### config.mk
export PLATFORM = sky130hd
export DESIGN_NAME = mem_access_stage
export DESIGN_NICKNAME = d
export VERILOG_FILES = /design/src/rtl/mem_access_stage.sv
export SDC_FILE = /design/constraint.sdc
export NUM_CORES = 1
export LEC_CHECK = 0
export BUFFER_PORTS_ARGS = -buffer_cell sky130_fd_sc_hd__buf_2
export CAP_MARGIN = 20
export CORE_MARGIN = 2
export CORE_UTILIZATION = 45
export DETAILED_ROUTE_END_ITERATION = 12
export PLACE_DENSITY = 0.85
export SETUP_SLACK_MARGIN = 0.4
export SYNTH_ARGS = -nofsm -noshare
export SYNTH_HDL_FRONTEND = slang
export SYNTH_SLANG_ARGS = --single-unit
### constraint.sdc
create_clock -name clk -period 2.85 [get_ports clk]
set_clock_uncertainty 0.15 [all_clocks]
set_input_delay 0.57 -clock clk [delete_from_list [all_inputs] [get_ports clk]]
set_output_delay 0.57 -clock clk [all_outputs]
set_load 0.005 [all_outputs]
### src/rtl/mem_access_stage.sv
// Memory-access stage: passes ALU results through, or runs one req/ack
// data-memory transaction per LW/SW, and presents one writeback result per op.
module mem_access_stage #(
  parameter int          DW      = 32,
  parameter logic [5:0]  OP_LW   = 6'b001100,
  parameter logic [5:0]  OP_SW   = 6'b001101,
  parameter int          TIMEOUT = 16
) (
  input  logic          clk,
  input  logic          rst_n,
  input  logic          in_valid,
  output logic          in_ready,
  input  logic [5:0]    op,
  input  logic [DW-1:0] alu_rd,
  input  logic [DW-1:0] alu_a,
  input  logic [DW-1:0] st_data,
  output logic          mem_req,
  output logic          mem_we,
  output logic [DW-1:0] mem_addr,
  output logic [DW-1:0] mem_wdata,
  input  logic          mem_ack,
  input  logic [DW-1:0] mem_rdata,
  output logic          out_valid,
  input  logic          out_ready,
  output logic [DW-1:0] out_data,
  output logic          out_wen,
  output logic [1:0]    out_err
);

  localparam int CW = $clog2(TIMEOUT + 1);

  typedef enum logic {IDLE, REQ} state_t;

  state_t        state, state_nxt;
  logic [CW-1:0] cnt, cnt_nxt;
  logic          we_nxt;
  logic [DW-1:0] addr_nxt, wdata_nxt;
  logic          valid_nxt, wen_nxt;
  logic [DW-1:0] data_nxt;
  logic [1:0]    err_nxt;
  logic          accept, is_lw, is_sw, is_mem, aligned;

  // In reset the stage must not advertise readiness, hence the rst_n term.
  assign in_ready = rst_n && (state == IDLE) && (!out_valid || out_ready);
  assign accept   = in_valid && in_ready;
  assign mem_req  = (state == REQ);

  assign is_lw   = (op == OP_LW);
  assign is_sw   = (op == OP_SW);
  assign is_mem  = is_lw || is_sw;
  assign aligned = (alu_a[1:0] == 2'b00);

  always_comb begin
    state_nxt = state;
    cnt_nxt   = cnt;
    we_nxt    = mem_we;
    addr_nxt  = mem_addr;
    wdata_nxt = mem_wdata;
    valid_nxt = out_valid;
    data_nxt  = out_data;
    wen_nxt   = out_wen;
    err_nxt   = out_err;

    if (out_valid && out_ready) valid_nxt = 1'b0;

    case (state)
      IDLE: begin
        if (accept) begin
          if (is_mem && aligned) begin
            state_nxt = REQ;
            cnt_nxt   = '0;
            we_nxt    = is_sw;
            addr_nxt  = alu_a;
            wdata_nxt = is_sw ? st_data : '0;
          end else if (is_mem) begin
            valid_nxt = 1'b1;
            data_nxt  = '0;
            wen_nxt   = 1'b0;
            err_nxt   = 2'b01;
          end else begin
            valid_nxt = 1'b1;
            data_nxt  = alu_rd;
            wen_nxt   = 1'b1;
            err_nxt   = 2'b00;
          end
        end
      end
      REQ: begin
        // An ack on the expiry edge still counts as a normal completion.
        if (mem_ack) begin
          state_nxt = IDLE;
          valid_nxt = 1'b1;
          data_nxt  = mem_we ? '0 : mem_rdata;
          wen_nxt   = !mem_we;
          err_nxt   = 2'b00;
        end else if (cnt == CW'(TIMEOUT - 1)) begin
          state_nxt = IDLE;
          valid_nxt = 1'b1;
          data_nxt  = '0;
          wen_nxt   = 1'b0;
          err_nxt   = 2'b10;
        end else begin
          cnt_nxt = cnt + 1'b1;
        end
      end
      default: state_nxt = IDLE;
    endcase
  end

  always_ff @(posedge clk or negedge rst_n) begin
    if (!rst_n) begin
      state     <= IDLE;
      cnt       <= '0;
      mem_we    <= 1'b0;
      mem_addr  <= '0;
      mem_wdata <= '0;
      out_valid <= 1'b0;
      out_data  <= '0;
      out_wen   <= 1'b0;
      out_err   <= 2'b00;
    end else begin
      state     <= state_nxt;
      cnt       <= cnt_nxt;
      mem_we    <= we_nxt;
      mem_addr  <= addr_nxt;
      mem_wdata <= wdata_nxt;
      out_valid <= valid_nxt;
      out_data  <= data_nxt;
      out_wen   <= wen_nxt;
      out_err   <= err_nxt;
    end
  end

endmodule

# Word level (Yosys, flattened, before mapping)
# Index checks and enable logic that the tools add are counted.
[word_totals]
register_bits = 107
input_bits = 139
out_inout_bits = 103
wordCells = 69
[classes]
addsub = 1
eq_ne = 9
n_mux = 36
n_bitwise = 1
n_reduce_logical = 13
[ops]
columns = ["operator", "n"]
rows = [
  ["32-bit two-way mux", 7],
  ["32-bit one-hot mux with 2 select lines", 1],
  ["5-bit two-way mux", 4],
  ["1-bit two-way mux", 15],
  ["6-bit by 4-bit equality test with 1-bit output, second input constant", 2],
  ["5-bit one-hot mux with 2 select lines", 1],
  ["2-bit two-way mux", 4],
  ["2-bit inequality test, second input constant", 4],
  ["1-bit one-hot mux with 2 select lines", 3],
  ["3-bit AND reduction", 2],
  ["5-bit by 1-bit adder with 5-bit output, second input constant", 1],
  ["5-bit by 4-bit equality test with 1-bit output, second input constant", 1],
  ["1-bit logical AND", 5],
  ["2-bit one-hot mux with 2 select lines", 1],
  ["4-bit AND reduction", 1],
  ["3-bit by 2-bit inequality test with 1-bit output, second input constant", 1],
  ["1-bit zero test", 2],
  ["2-bit zero test", 1],
  ["1-bit logical OR", 2],
  ["2-bit by 1-bit inequality test with 1-bit output, second input constant", 1],
  ["1-bit inverter", 1],
]

# Logic depth before layout (Yosys ltp)
# Gate-level depths: netlist of the first run.
[depth]
depth_word = 6
depth_mapped = 8
depth_no_buf = 7

# Least setup slack after synthesis of the first run
# No wires, ideal clock.
[synth_path]
path_type = "register -> register"
from = "reg cnt[0]"
to = "reg out_data[0]"
setup_time_ns = 0.125
t_arrival_ns = 1.990
t_required_ns = 2.575
slack_ns = 0.585
stages_incl_launch_ff = 9
path_buffers = 2
period_less_slack_ns = 2.265
path_cell_list = "dfrtp_1 ha_1 and3_1 ha_1 or2_2 a32o_1 buf_6 buf_6 mux2_4"
[synth_between]
elab_chain_len = 3
[synth_lines]
columns = ["item", "line_no", "rtl"]
rows = [
  ["start, declared", "35", "logic [CW-1:0] cnt, cnt_nxt;"],
  ["start signal, assigned", "123", "cnt <= cnt_nxt;"],
  ["5-bit by 4-bit equality test with 1-bit output", "96", "end else if (cnt == CW'(TIMEOUT - 1)) begin"],
  ["3-bit by 2-bit inequality test with 1-bit output (no source line)", "-", ""],
  ["3-bit AND reduction (no source line)", "-", ""],
  ["end signal, assigned", "128", "out_data <= data_nxt;"],
  ["end, declared", "25", "output logic [DW-1:0] out_data,"],
]
# Every way passes these cells.
# A chain may end at the register's enable or synchronous reset.

# Worst setup path after layout of the first run
[layout_path]
from = "reg cnt[0]"
to = "reg out_data[23]"
# The elaborated chain is that of the path after synthesis.

==> metrics.md, run 1 <==
| Metric | Value |
|---|---|
| Layout Cells excl Fill | `around 750` |
| Clock Latency Late Sink | `0.35 ns` |
| YS warnings | `0` |
| Run status | `finished, final reports clean` |
| Core area | `0.0102 sq mm` |
| Final nets | `between 700 and 800` |
| Drt pass-1 iters | `4` |
| Congestion Overflow GR | `0` |
| Via Count | `3872` |
| RSZ-0062 raised after global routing | `no` |
| Cell Area, Placed | `0.00599 sq mm` |
| Routed wire length | `12500 um` |
| Synth Register Bits | `around 110` |
| # hold bufs at CTS | `0` |
| Setup TNS | `0 ns` |
| TritonCTS Buffers | `9` |
| Most frequent cells in the layout | `buf_2 (240), dfrtp_1 (107), o21ai_0 (60)` |
| Period Utilization, post-route | `0.823` |
| Die W | `106 um` |
| Routability cong. | `between 0.7 and 0.8` |
| Row count | `37` |
| Post-synthesis to final-layout area growth | `32.6%` |
| Synth unique cells | `32` |
| Sink Count | `107` |
| Slew Limit Headroom | `0.458` |
| HPWL after detailed placement | `slightly above 9000 um` |
| Post-Syn Nets | `513` |
| Total die area | `0.0112 sq mm` |
| Pre-CTS setup slack | `around 0.11 ns` |
| Final Cell Area | `roughly 0.0062 sq mm` |
| Fin. max-slew vios | `0` |
| Critical Path Source Type | `register` |
| CP arrival | `2.44 ns` |
| Max-cap violation count | `0` |
| CP Max Fanout | `18` |
| Vias in the first global route | `approximately 4000` |
| PortBufs | `241` |
| Htree depth | `3` |
| Post CTS Setup Buffer Count | `0` |
| Clk slew on worst S/H paths | `0.10 ns` |
| Cells after synthesis | `372` |
| DR WL/cell | `approximately 17 um` |
| Cell Pwr Density | `roughly 500 mW/mm^2` |
| Final core utilization | `0.608` |
| Worst setup margin | `0.506 ns` |
| Layout cell share with drive strength beyond 1 | `0.544` |
| Remaining DRCs | `0` |
| Max clock buf depth | `2` |
| Ant. Diodes | `0` |
| Switching power | `0.773 mW` |
| Comb power frac | `0.174` |
| Crit. End Element | `register` |
| Commonest non-fill, non-tap cell in the layout | `buf_2` |
| Worst hold slack | `~0.17 ns` |
| Int Pwr | `roughly 2.3 mW` |
| Switch share | `0.250` |
| Starting Density | `0.459` |
| HP Class | `in -> async` |
| Syn avg cell area | `12.6 sq um` |
| Final ANT Viol Nets | `0` |
| # IOs | `between 200 and 250` |
| Detailed Route Iter0 Violations | `276` |
| Initial antenna violation count | `0` |
| Placed insts | `731` |
| Fmax | `427 MHz` |
| CTS tree | `done` |
| Pwr Total | `3.10 mW` |
| GRT Overall Usage | `0.222` |
| Lkg Pwr | `3.47 nW` |
| Critical Path RT | `2.94 ns` |
| Crit path kind | `reg -> reg` |
| Setup-failing EPs final | `0` |
| Clock share of power | `0.271` |
| Worst Tran Pin Value | `0.813 ns` |
| Fin. Hold Viols | `0` |
| Post-synthesis sequential area ratio | `0.573` |
| Root Driver | `clkbuf_8` |
| Die height | `106 um` |
| Via density | `5.18` |
| Seq pwr share | `0.555` |
| Clock period minus worst slack | `roughly 2.3 ns` |
| Synthesized cell area | `0.00467 sq mm` |
| Peak supply drop | `247 uV` |
| Global-route wire length before repair | `roughly 20000 um` |
| Largest net degree at the start of global routing | `65` |
[power groups by stage]
stage,clock network [mW],logic [mW],registers [mW]
3_3_place_gp,0,0.520,1.74
6_report,0.840,0.537,1.72
2_1_floorplan,0,0.233,1.74
3_5_place_dp,0,0.537,1.75
5_1_grt,0.929,0.585,1.73
4_1_cts,0.868,0.538,1.72
[per-layer routing]
| metal | GRT usage | wire length, um | up-vias |
|---|---|---|---|
| li1 | - | - | 1799 |
| met1 | 0.270 | 4930 | 1859 |
| met2 | 0.382 | 6250 | 184 |
| met3 | 0.0490 | 947 | 30 |
| met4 | 0.0959 | 367 | 0 |
| met5 | 0 | 0 | - |
[synthesized netlist by cell type]
cell type	count	area (sq um)
dfrtp_1	107	2680
buf_6	4	45.0
or2_1	1	6.26
o21ai_1	6	30.0
nand3_4	1	17.5
inv_1	4	15.0
and3b_2	1	10.0
mux2_4	27	405
o22ai_1	2	12.5
nand3b_1	1	7.51
nor3_1	1	5.00
a21o_1	1	7.51
nor2_2	2	12.5
nor2_1	5	18.8
and2_1	2	12.5
a21oi_1	1	5.00
a32o_1	3	30.0
clkbuf_1	17	63.8
buf_2	8	40.0
nand3_1	1	5.00
ha_1	2	25.0
o21ai_0	60	300
mux2_2	32	360
nand4b_2	1	15.0
mux2i_1	2	20.0
a22o_1	32	280
nand2_1	36	135
or2_2	1	6.26
and3b_1	2	17.5
and3_1	1	6.26
mux2_1	6	67.6
nand2b_1	2	12.5
[timing repair]
action | 4_1_cts | 5_1_grt
gates cloned | 0 | 1
resized for setup | 1 | 1
endpoints found under the setup margin | 35 | 34
endpoints found under the hold margin | 0 | 0
[logic make-up after synthesis]
logic type	after synthesis	synth area share
simple gates	58	0.0616
compound gates	105	0.142
flops	107	0.573
mux	67	0.183
fa+ha+maj	2	0.00535
buf+inv	33	0.0351
[sequential cells by signal (all words and copies together) (netlist names), 2 cells and up]
register	count
mem_addr	32
mem_wdata	32
out_err	2
out_data	32
cnt	5
[path summary, 6_finish.rpt]
| kind | startpoint | end | slack (ns) | depth (start not counted) |
|---|---|---|---|---|
| setup / recovery | cnt[0] | out_data[23] | 0.51 | 6 |
| max in group asynchronous | rst_n | mem_wdata[2] | 1.16 | 3 |
| hold reg to reg | mem_addr[22] | mem_addr[22] | 0.34 | 1 |
| hold / removal | rst_n | out_data[26] | 0.17 | 2 |
| min in group clk | alu_a[22] | mem_addr[22] | 0.28 | 2 |
| setup reg to reg | cnt[0] | out_data[23] | 0.51 | 6 |
[final cells by class]
type,instances,area (sq um)
Fill cell,850,3990
Multi-Input combinational cell,233,1870
Timing Repair Buffer,252,1290
Inverter,4,15.0
Clock inverter,2,10.0
Clock buffer,14,163
Sequential cell,107,2680
Tap cell,136,170
[worst max-delay path, stage by stage, from the launching register on]
cell,delay [ns]
dfrtp_1,0.41
ha_1,0.22
and3_1,0.15
ha_1,0.20
or2_2,0.34
a32o_4,0.42
mux2_4,0.34
Note: power is estimated with default switching activity, not from simulation.
==> run 2: changes to the inputs <==
--- a/config.mk
+++ b/config.mk
@@ -5,12 +5,13 @@
 export SDC_FILE = /design/constraint.sdc
 export NUM_CORES = 1
 export LEC_CHECK = 0
+export ABC_AREA = 1
 export BUFFER_PORTS_ARGS = -buffer_cell sky130_fd_sc_hd__buf_2
 export CAP_MARGIN = 20
 export CORE_MARGIN = 2
-export CORE_UTILIZATION = 45
+export CORE_UTILIZATION = 46
 export DETAILED_ROUTE_END_ITERATION = 12
-export PLACE_DENSITY = 0.85
+export PLACE_DENSITY = 0.86
 export SETUP_SLACK_MARGIN = 0.4
 export SYNTH_ARGS = -nofsm -noshare
 export SYNTH_HDL_FRONTEND = slang
==> constraint.sdc (replaced) <==
create_clock -name clk -period 2.19 [get_ports clk]
set_clock_uncertainty 0.15 [all_clocks]
set_input_delay 0.438 -clock clk [delete_from_list [all_inputs] [get_ports clk]]
set_output_delay 0.438 -clock clk [all_outputs]
set_load 0.005 [all_outputs]
==> metrics.md, run 2 <==
| Metric | Value |
|---|---|
| Run status | `finished, final reports clean` |
| Most frequent cells in the layout | `nand2_1 (358), buf_2 (239), dfrtp_1 (107)` |
| Final nets | `between 900 and 1000` |
| Peak supply drop | `290 uV` |
| Period Utilization, post-route | `0.854` |
| Via Count | `4706` |
| Die W | `106 um` |
| Cell Area, Placed | `0.00614 sq mm` |
| Most frequent cell after synthesis | `nand2_1` |
| Most common library cells after synthesis | `nand2_1 (377), dfrtp_1 (107), nand3_1 (44)` |
| Placed insts | `970` |
| Filler cells | `903` |
| Slowest-stage cell, CP | `dfrtp_1` |
| # IOs | `242` |
| Congestion Overflow GR | `0` |
| Commonest non-fill, non-tap cell in the layout | `nand2_1` |
| Starting Density | `0.468` |
| Synth unique cells | `21` |
| HP Class | `in -> async` |
| CP Max Fanout | `7` |
| Clk slew on worst S/H paths | `0.10 ns` |
| PortBufs | `241` |
| Main synth FF type | `dfrtp_1` |
| Final Cell Area | `0.00661 sq mm` |
| Post-Syn Nets | `746` |
| Crit path kind | `reg -> reg` |
| Synth Register Bits | `107` |
| Crit. End Element | `register` |
| Die height | `around 110 um` |
| Global-route wire length before repair | `slightly above 20000 um` |
| CP bufs+invs | `1` |
| Synth async-reset ratio | `1.00` |
| Initial antenna violation count | `0` |
| HPWL after detailed placement | `9160 um` |
| Largest net degree at the start of global routing | `between 50 and 60` |
| Sink Count | `~110` |
| DR WL/cell | `approximately 13 um` |
| Post-synthesis sequential area ratio | `0.560` |
| CP arrival | `1.97 ns` |
| Slew Limit Headroom | `0.549` |
| Root Driver | `clkbuf_8` |
| Drt pass-1 iters | `5` |
| Layout Cells excl Fill | `999` |
| Core area | `0.0102 sq mm` |
| Cell Pwr Density | `627 mW/mm^2` |
| Final ANT Viol Nets | `0` |
| Worst Tran Pin Value | `0.676 ns` |
| Post-synth EDFFs | `0` |
| Ant. Diodes | `0` |
| CP max stage delay | `0.36 ns` |
| Setup TNS | `0 ns` |
| Critical Path RT | `~2.3 ns` |
| Htree depth | `3` |
| Synth area leaders | `dfrtp_1 (56%), nand2_1 (30%), nand3_1 (4.6%), buf_6 (1.9%), inv_1 (1.3%)` |
| Syn avg cell area | `7.91 sq um` |
| Clock Latency Late Sink | `0.35 ns` |
| Fin. Hold Viols | `0` |
| Post-synthesis to final-layout area growth | `38.2%` |
| Cells after synthesis | `between 600 and 700` |
| Worst path cell trace | `ha_2 -> nand2_2 -> nor2_2 -> ha_2 -> nor3_4 -> a21oi_2 -> nand2_4 -> clkbuf_16 -> nand2_2 -> nand2_1` |
| Worst setup margin | `around 0.32 ns` |
| Yosys top cell area share | `0.560` |
| Remaining DRCs | `0` |
| Clock period minus worst slack | `1.87 ns` |
| Via density | `4.71` |
| Row count | `37` |
| Routed wire length | `12800 um` |
| Detailed Route Iter0 Violations | `between 200 and 300` |
| Vias in the first global route | `roughly 4400` |
| Routability cong. | `just under 0.8` |
| GRT Overall Usage | `0.227` |
| Fmax | `approximately 530 MHz` |
| Pre-CTS setup slack | `0.252 ns` |
| Max clock buf depth | `2` |
| Top flop regs | `mem_addr (32), mem_wdata (32), out_data (32)` |
| Layout cell share with drive strength beyond 1 | `0.373` |
| CP top delay family | `simple AND/OR/NAND/NOR gates` |
| Total die area | `between 0.01 and 0.015 sq mm` |
| YS warnings | `0` |
| Pwr Total | `4.14 mW` |
| Max-cap violation count | `0` |
| Register area | `between 0.002 and 0.003 sq mm` |
| Fin. max-slew vios | `0` |
| Setup-failing EPs final | `0` |
| RSZ-0062 raised after global routing | `yes` |
| TritonCTS Buffers | `9` |
| Synthesized cell area | `between 0.004 and 0.005 sq mm` |
| CTS tree | `done` |
| Area of the multi-input gates | `0.00193 sq mm` |
| Critical Path Source Type | `register` |
| Lkg Pwr | `approximately 4.1 nW` |
| Synth area leader | `dfrtp_1` |
==> run 2: cell types whose count changed in the layout (fill, tap and decap cells not counted), moves of 8 or more <==
cell	change
nand2_1	+322
o21ai_0	-58
nand3_1	+43
a22o_1	-32
mux2_2	-32
mux2_4	-27
inv_1	+13
nand2_2	+13
buf_4	+10
nand2_4	+8
==> run 2: area by class of cell <==
type                       count  share of cell area
clock inverter                 6              0.0114
timing repair buffer         271               0.235
clock buffer                  10              0.0193
inverter                      20              0.0114
sequential                   107               0.405
tap                          136              0.0257
multi-input combinational    449               0.292
==> run 2: cells by family after synthesis <==
logic type | after synthesis | share of synthesized area
simple gates | 443 | 0.372
flops | 107 | 0.560
buf+inv | 49 | 0.0575
fa+ha+maj | 2 | 0.00523
compound gates | 4 | 0.00497
==> run 2: path summary, 6_finish.rpt <==
check                             start  cells past startpoint           end  slack, ns
setup / recovery                 cnt[0]                     10  out_data[27]       0.32
hold reg to reg            mem_wdata[0]                      2  mem_wdata[0]       0.33
max in group asynchronous         rst_n                      3  mem_addr[10]       0.75
hold / removal                    rst_n                      2  out_data[19]       0.06
min in group clk              alu_a[11]                      3  mem_addr[11]       0.12
setup reg to reg                 cnt[0]                     10  out_data[27]       0.32
==> run 2: through the flow <==
step / utilization / hold WS, ns
final: 0.646 / 0.0584
after floorplan: - / -0.00759
after detailed placement: 0.600 / 0.310
after global placement: 0.599 / 0.300
after global routing: 0.646 / 0.0996
after CTS: 0.631 / 0.0699
==> run 2: worst reg2reg max path, stage by stage, from the launching register on <==
cell	delay (ns)
dfrtp_1	0.36
ha_2	0.19
nand2_2	0.06
nor2_2	0.08
ha_2	0.21
nor3_4	0.06
a21oi_2	0.20
nand2_4	0.15
clkbuf_16	0.21
nand2_2	0.05
nand2_1	0.04
==> run 2: per-layer routing <==
metal,vias to the layer above,part of all wire,global-route usage,routed length [um]
met5,-,0,0,0
met4,0,0.031,0.0987,402
met3,33,0.068,0.0478,872
met2,183,0.50,0.386,6380
met1,2147,0.40,0.282,5120
li1,2343,-,-,-
==> run 2: repair_timing <==
| action | in CTS | in global routing |
|---|---|---|
| gates resized for setup | 8 | 27 |
| endpoints found under the setup margin | 29 | 43 |
| hold buffers | 0 | 0 |
| buffers inserted | 5 | 5 |
| pin swaps | 6 | 10 |
| cloned | 2 | 1 |
==> run 2: report_power, final <==
group	leakage, nW	total, mW	switching (mW)	internal [mW]
Sequential	1.43	2.23	0.0983	2.14
Combinational	2.59	0.694	0.345	0.349
Clock	0.0986	1.22	0.672	0.544
